### src/rtl/axil_reg_bank.sv
// AXI4-Lite slave register bank with independent AW/W capture,
// per-register read-only sourcing from reg_in, and access strobes.
module axil_reg_bank #(
    parameter int                    DATA_WIDTH = 32,
    parameter int                    ADDR_WIDTH = 12,
    parameter int                    REG_NUM    = 16,
    parameter logic [REG_NUM-1:0]    RO_MASK    = '0,
    parameter logic [DATA_WIDTH-1:0] RESET_VAL  = '0
) (
    input  logic                          aclk,
    input  logic                          aresetn,

    input  logic                          s_awvalid,
    output logic                          s_awready,
    input  logic [ADDR_WIDTH-1:0]         s_awaddr,
    input  logic [2:0]                    s_awprot,

    input  logic                          s_wvalid,
    output logic                          s_wready,
    input  logic [DATA_WIDTH-1:0]         s_wdata,
    input  logic [DATA_WIDTH/8-1:0]       s_wstrb,

    output logic                          s_bvalid,
    input  logic                          s_bready,
    output logic [1:0]                    s_bresp,

    input  logic                          s_arvalid,
    output logic                          s_arready,
    input  logic [ADDR_WIDTH-1:0]         s_araddr,

    output logic                          s_rvalid,
    input  logic                          s_rready,
    output logic [DATA_WIDTH-1:0]         s_rdata,
    output logic [1:0]                    s_rresp,

    output logic [REG_NUM*DATA_WIDTH-1:0] reg_out,
    input  logic [REG_NUM*DATA_WIDTH-1:0] reg_in,
    output logic [REG_NUM-1:0]            wr_pulse,
    output logic [REG_NUM-1:0]            rd_pulse
);

    localparam int NB  = DATA_WIDTH / 8;
    localparam int OFS = $clog2(NB);
    localparam int IW  = ADDR_WIDTH - OFS;

    localparam logic [1:0] RESP_OKAY   = 2'b00;
    localparam logic [1:0] RESP_SLVERR = 2'b10;

    typedef enum logic {W_IDLE, W_RESP} w_state_t;
    typedef enum logic {R_IDLE, R_DATA} r_state_t;

    w_state_t w_state, w_next;
    r_state_t r_state, r_next;

    logic                  aw_held;
    logic                  w_held;
    logic [IW-1:0]         aw_idx;
    logic [DATA_WIDTH-1:0] w_data;
    logic [NB-1:0]         w_strb;
    logic [DATA_WIDTH-1:0] regs [REG_NUM];

    logic                  commit;
    logic                  aw_ok;
    logic                  ar_hs;
    logic                  ar_hit;
    logic [IW-1:0]         ar_idx;
    logic [DATA_WIDTH-1:0] ar_data;

    logic unused_bits;
    assign unused_bits = ^{s_awprot, s_awaddr[OFS-1:0], s_araddr[OFS-1:0]};

    assign ar_idx = s_araddr[ADDR_WIDTH-1:OFS];
    assign ar_hs  = s_arvalid && s_arready;

    // Write FSM: readies and the commit strobe are gated by reset so
    // nothing is accepted or committed while aresetn is low.
    always_ff @(posedge aclk) begin
        if (!aresetn) begin
            w_state <= W_IDLE;
        end else begin
            w_state <= w_next;
        end
    end

    always_comb begin
        w_next    = w_state;
        s_awready = 1'b0;
        s_wready  = 1'b0;
        commit    = 1'b0;
        unique case (w_state)
            W_IDLE: begin
                s_awready = aresetn && !aw_held;
                s_wready  = aresetn && !w_held;
                commit    = aresetn && aw_held && w_held;
                if (commit) begin
                    w_next = W_RESP;
                end
            end
            W_RESP: begin
                if (s_bready) begin
                    w_next = W_IDLE;
                end
            end
        endcase
    end

    always_ff @(posedge aclk) begin
        if (!aresetn) begin
            aw_held  <= 1'b0;
            w_held   <= 1'b0;
            aw_idx   <= '0;
            w_data   <= '0;
            w_strb   <= '0;
            s_bvalid <= 1'b0;
            s_bresp  <= RESP_OKAY;
        end else begin
            if (s_awvalid && s_awready) begin
                aw_held <= 1'b1;
                aw_idx  <= s_awaddr[ADDR_WIDTH-1:OFS];
            end
            if (s_wvalid && s_wready) begin
                w_held <= 1'b1;
                w_data <= s_wdata;
                w_strb <= s_wstrb;
            end
            if (commit) begin
                aw_held  <= 1'b0;
                w_held   <= 1'b0;
                s_bvalid <= 1'b1;
                s_bresp  <= aw_ok ? RESP_OKAY : RESP_SLVERR;
            end else if (s_bvalid && s_bready) begin
                s_bvalid <= 1'b0;
            end
        end
    end

    always_comb begin
        wr_pulse = '0;
        aw_ok    = 1'b0;
        for (int i = 0; i < REG_NUM; i++) begin
            if (aw_idx == IW'(i) && !RO_MASK[i]) begin
                aw_ok       = 1'b1;
                wr_pulse[i] = commit;
            end
        end
    end

    always_ff @(posedge aclk) begin
        if (!aresetn) begin
            for (int i = 0; i < REG_NUM; i++) begin
                regs[i] <= RESET_VAL;
            end
        end else begin
            for (int i = 0; i < REG_NUM; i++) begin
                if (wr_pulse[i]) begin
                    for (int j = 0; j < NB; j++) begin
                        if (w_strb[j]) begin
                            regs[i][8*j +: 8] <= w_data[8*j +: 8];
                        end
                    end
                end
            end
        end
    end

    // Read FSM: data is sampled at the AR handshake edge, so a read
    // coinciding with a commit sees the pre-write value.
    always_ff @(posedge aclk) begin
        if (!aresetn) begin
            r_state <= R_IDLE;
        end else begin
            r_state <= r_next;
        end
    end

    always_comb begin
        r_next    = r_state;
        s_arready = 1'b0;
        unique case (r_state)
            R_IDLE: begin
                s_arready = aresetn;
                if (s_arvalid && aresetn) begin
                    r_next = R_DATA;
                end
            end
            R_DATA: begin
                if (s_rready) begin
                    r_next = R_IDLE;
                end
            end
        endcase
    end

    always_comb begin
        ar_hit   = 1'b0;
        ar_data  = '0;
        rd_pulse = '0;
        for (int i = 0; i < REG_NUM; i++) begin
            if (ar_idx == IW'(i)) begin
                ar_hit      = 1'b1;
                ar_data     = RO_MASK[i] ? reg_in[i*DATA_WIDTH +: DATA_WIDTH]
                                         : regs[i];
                rd_pulse[i] = ar_hs;
            end
        end
    end

    always_ff @(posedge aclk) begin
        if (!aresetn) begin
            s_rvalid <= 1'b0;
            s_rdata  <= '0;
            s_rresp  <= RESP_OKAY;
        end else if (ar_hs) begin
            s_rvalid <= 1'b1;
            s_rdata  <= ar_data;
            s_rresp  <= ar_hit ? RESP_OKAY : RESP_SLVERR;
        end else if (s_rvalid && s_rready) begin
            s_rvalid <= 1'b0;
        end
    end

    always_comb begin
        reg_out = '0;
        for (int i = 0; i < REG_NUM; i++) begin
            reg_out[i*DATA_WIDTH +: DATA_WIDTH] =
                RO_MASK[i] ? reg_in[i*DATA_WIDTH +: DATA_WIDTH] : regs[i];
        end
    end

endmodule

### config.mk
export PLATFORM = sky130hd
export DESIGN_NAME = axil_reg_bank
export DESIGN_NICKNAME = d
export VERILOG_FILES = /design/src/rtl/axil_reg_bank.sv
export SDC_FILE = /design/constraint.sdc
export NUM_CORES = 1
export LEC_CHECK = 0
export CORE_AREA = 2 2 451 453
export DETAILED_ROUTE_END_ITERATION = 8
export DIE_AREA = 0 0 453 455
export PLACE_DENSITY = 0.31
export SYNTH_ARGS = -nofsm -noshare
export SYNTH_HDL_FRONTEND = slang
export SYNTH_SLANG_ARGS = --single-unit
### constraint.sdc
create_clock -name aclk -period 2.7 [get_ports aclk]
set_input_delay 0.405 -clock aclk [delete_from_list [all_inputs] [get_ports aclk]]
set_output_delay 0.405 -clock aclk [all_outputs]
set_load 0.005 [all_outputs]
---- Yosys cells after proc, flatten, opt, wreduce, memory -nomap -nowiden ----
Memory sizes are Yosys's and may differ from the RTL's.
Cells that the tools add are included.
cells by class
  bitwise operators ....................... 67
  mux-type cells .......................... 357
  reduce and logical (&&, ||, !) cells .... 17
  equal/unequal tests ..................... 30
operator list
  cell                 number
  $mux 32              16
  $mux 8               64
  $mux 1               273
  $eq 10x4->1 const B  16
  $eq 10x3->1 const B  8
  $or 1x1->1           64
  $eq 10x2->1 const B  4
  $eq 10x1->1 const B  2
  $logic_not 10->1     2
  $logic_and 1x1->1    10
  $mux 2               2
  $pmux 1 s2           2
  $reduce_bool 2->1    2
  $not 1->1            3
  $logic_not 1->1      2
  $reduce_or 2->1      1
storage, ports and cells
  memories kept ........................... 1
  register bits ........................... 88
  bits of input ports ..................... 582
  memory bits (writable) .................. 512
  output and inout bits ................... 585
memory list
  memory  depth  width  rd ports  clocked after memory_dff  wr ports  line  RTL
  regs    16     32     16        0                         16        60    logic [DATA_WIDTH-1:0] regs [REG_NUM];

---- Depth between registers and ports, before layout ----
Gate-level depths: netlist of the first run.
  depth in word-level cells ............... 18
  gate-level depth with buffers ........... 10
  gate-level depth less buffers ........... 5

---- Least setup slack after synthesis of the first run ----
Ideal clock, no wire load.
  path type ............................... register to register
  from .................................... register aw_idx[6]
  to ...................................... memory regs[13][0], in the netlist regs[1][160], enable pin
  setup slack ............................. 0.222 ns
  arrival ................................. 2.094 ns
  setup time .............................. 0.384 ns
  stages on the path, launching flop included .. 6
  period minus slack after synthesis ...... 2.478 ns
  cells stage by stage .................... dfxtp_1 nor4_1 nand2_1 buf_1 or3_1 o21ai_0
RTL lines
  item                      line  RTL
  start: declaration        57    logic [IW-1:0] aw_idx;
  start signal: assignment  119   aw_idx <= s_awaddr[ADDR_WIDTH-1:OFS];
  end: declaration          60

---- Final worst setup path of the first run ----
  from .................................... register aw_idx[9]
  to ...................................... output port wr_pulse[12]
on the way
  word-level cells in the longest chain between the ends .. 2
RTL lines
  item              line  RTL
  $eq 10x4->1       141   if (aw_idx == IW'(i) && !RO_MASK[i]) begin
  $mux 1            141
  end: declaration  38    output logic [REG_NUM-1:0] wr_pulse,
No other way between the ends.

==> flow_summary.ini, run 1 <==
[run_status]
status = complete, no violations

[routing]
drt-wirelength-per-cell_um = 29.8
m1WireLength_mm = 85.7
wl_met3_mm = 15.8
dr.first_iter.drc_count = 1796
ant_nets = 0
vias = 23800
viasPerCell = 3.92
post-route-drc-count = 0
finalWirelength_mm = 181
wl_met2_mm = 73.0
top_layer = met4
first_pass_iters = 5

[synth]
synth_top_cell_area_share_pct = 58.2
async_reset_ff_share_pct = 0
synth.distinct_cells = 62
yosysTopAreaCell = edfxtp_1
ys_ff_latch = 598
netlist_area_sq_um = 26400
ys_seq_area_share_pct = 64.7
yosysWarnings = 0
synth_edf_count = 512
synth_area_leaders = edfxtp_1, dfxtp_1, nor2_1
synth-main-ff-cell = edfxtp_1
synth_area_per_cell_sq_um = 11.4
synth_cells = 2328

[timing]
rsz0062_at_grt = true
max_freq_ghz = 0.372
post-route-min-period_ns = 2.69
finalSetupViolCount = 0
drv_slew = 0
worst_slew_pin_slew_ns = 0.724
relSlewSlack_pct = 51.4
final.setup.tns_ns = 0
finalClockSkew_ns = 0.0340
finalCritPeriodShare_pct = 99.6
finalHoldViolCount = 0

[setup_path]
cp_data_arrival_time_ns = 2.28
endpoint_kind = primary output
ff2ff_path_depth = 9
cp-start-kind = flip-flop
cpPeakStageDelay_ns = 0.45
rrSetupSlack_ns = 0.15
r2r-end = regs[1][159]$_DFFE_PP_
crit_chain = nor4_4 -> buf_4 -> nand2_4 -> buf_4 -> or4_4 -> inv_2 -> buf_6
cp_common_cell = buf_4
worstSetupPathType = flip-flop to primary output
cp_slowest_cell = or4_4
r2r_start = aw_idx[9]$_SDFFE_PN0P_
required_ns = 2.30
path_max_fanout = 2

[finish]
multi_input_area_sq_um = 8380
final_area_sq_um = 42400
layout.nets = 3898
drive_above_1_share_pct = 19.4
n_fill_cell = 22000
regArea_sq_um = 17100
areaGrowthSynthToFinish_pct = 60.3

[power]
seqPwrFrac_pct = 43.5
power_frac_comb_pct = 11.9
clkPwrFrac_pct = 44.7
leakage_nw = 15.1
finalPower_mw = 24.8
power_switching_mw = 6.78
intPower_mw = 18.1
power_density_nw_per_um2 = 586
p_sw_share_pct = 27.3
ir_worst_vdd_mv = 0.511

[clock_network]
clock-sinks = 598
clock_path_buffers = 3
cts_made_buffers = 81
clk_latency_ns = 0.70
h-tree-depth = 3
ctsRootBufferMaster = clkbuf_16
clkTransAtPathRegs_ns = 0.06
cts_tree = built

[run]
maxCapViolations = 0

[place]
hpwlAfterDp_mm = 150
postPlaceCellArea_sq_um = 39400
place_congestion = 0.843
portBuffers = 645

[global_route]
grt_overflow = 0
grt_pass1_wl_mm = 235
grt_pass1_vias = 23800
grt_max_degree = 72
gr-usage-all-layers_pct = 17.0
antenna_found_initial = 10

[die]
dieArea_sq_um = 206000
io_pins = 1167
die_h_um = 455
core_area_sq_um = 201000
fp-row-count = 165
die_w_um = 453
start_util_pct = 13.1

[hold_path]
holdPathStages = 3
worstHoldStart = s_wdata[28]
min_to = w_data[28]$_SDFFE_PN0P_
min_path_type = input port to flip-flop
state kept, by name, indices dropped and copies added, names as in the netlist:
name	count
aw_held	1
s_bresp	1
s_rvalid	1
w_state	1
s_rdata	32
w_strb	4
aw_idx	10
s_bvalid	1
w_held	1
regs	512
r_state	1
s_rresp	1
w_data	32
power by group through the flow:
stage / clock (mW) / sequential (mW) / combinational [mW]
after global routing: 11.8 / 10.8 / 3.15
after floorplan: 0 / 10.8 / 0.883
after detailed placement: 0 / 11.0 / 2.95
final: 11.1 / 10.8 / 2.95
after CTS: 11.5 / 10.8 / 2.99
after global placement: 0 / 11.0 / 2.95
logic make-up after synthesis:
group                  synth area share, %
flip-flops                            64.7
multiplexers                          1.93
AO/OA/AOI/OAI                         15.3
buffers and inverters                 4.29
other                               0.0142
AND/OR/NAND/NOR                       13.7
critical path: cells and delay by family, from the launching register on:
kind	cells	cell delay (ns)
buf+inv	4	0.48
simple gates	3	0.77
flops	1	0.33
Yosys cell counts (6+ instances only):
cell type	count
dfxtp_1	86
a21oi_1	30
edfxtp_1	512
a21boi_0	74
buf_1	12
o21ai_0	135
a211oi_1	11
or4_1	11
o22ai_1	29
nor2_1	398
nor4_1	18
nand2b_1	13
a22oi_1	35
nand3b_1	8
mux4_2	9
a21o_1	10
a22o_1	62
o221ai_1	33
mux2i_1	24
a32oi_1	29
mux2_2	6
nand2_1	305
o211ai_1	14
inv_1	86
a311oi_1	12
nor3_1	13
buf_2	52
nand3_1	16
and2_1	9
nor3b_1	11
or3_1	10
a211o_1	19
nor2b_1	7
o211a_1	7
nand4_1	6
a31oi_1	6
a221oi_1	34
clkbuf_1	126
worst max-delay path by stage:
stage | slack [ns] | startpoint | end
2_1_floorplan | 0.22 | aw_idx[6]$_SDFFE_PN0P_ | regs[1][160]$_DFFE_PP_
3_3_place_gp | -0.20 | s_araddr[11] | rd_pulse[14]
3_5_place_dp | -0.21 | s_araddr[9] | rd_pulse[15]
4_1_cts | -0.1 | aw_idx[9]$_SDFFE_PN0P_ | wr_pulse[7]
5_1_grt | -0.15 | aw_idx[9]$_SDFFE_PN0P_ | wr_pulse[7]
6_report | 0.01 | aw_idx[9]$_SDFFE_PN0P_ | wr_pulse[12]
stage by stage:
step	utilization, %	hold WS, ns	setup WS [ns]	std cells
after global placement	19.6	0.455	-0.200	5887
after detailed placement	19.6	0.457	-0.212	5887
after floorplan	-	0.443	0.222	2329
after global routing	21.0	0.225	-0.153	6052
final	21.1	0.262	0.0108	6065
after CTS	21.0	0.186	-0.0984	6047
metal layers:
metal | vias to the layer above | global-route usage (%)
met5 | - | 0
met4 | 0 | 5.23
met3 | 173 | 5.43
met2 | 1031 | 24.0
met1 | 12000 | 24.2
li1 | 10600 | -
timing repair:
item | CTS | global route
gates resized for setup | 139 | 15
hold buffers | 1 | 0
endpoints found under the hold margin | 1 | 0
endpoints found under the setup margin | 32 | 16
setup buffers | 12 | 5
pin swaps | 14 | 5
final cells by class:
class | instances | area share [%]
repair buffers | 1097 | 24.8
clock inverters | 39 | 0.998
well taps | 2672 | 7.89
inverters | 89 | 0.800
diodes | 13 | 0.0768
multi-input cells | 1449 | 19.8
flip-flops and latches | 598 | 40.4
clock buffers | 108 | 5.29
cell usage in the layout (no fill, tap or decap), drive strengths merged, types with 7 or more instances in the layout:
master / instances
clkdlybuf4s50: 607
edfxtp: 512
buf: 472
nor2: 399
nand2: 305
o21ai: 135
clkbuf: 108
inv: 91
dfxtp: 86
a21boi: 74
a22o: 62
a22oi: 35
a221oi: 34
o221ai: 33
a21oi: 30
a32oi: 29
o22ai: 29
mux2i: 24
nor4: 24
clkinv: 23
a211o: 19
dlygate4sd2: 17
nand3: 17
nor3: 17
o211ai: 14
diode: 13
nand2b: 13
a311oi: 12
or4: 12
nor3b: 11
a211oi: 11
a21o: 10
or3: 10
mux4: 9
clkinvlp: 9
and2: 9
nand3b: 8
o211a: 7
nor2b: 7
(Power assumes the default switching activity.)
==> inputs of run 2 (changes only) <==
Settings changed: GPL_TIMING_DRIVEN set to 1.
==> results of run 2 <==
The final DEF is identical to that of run 1; final timing and power are the same.
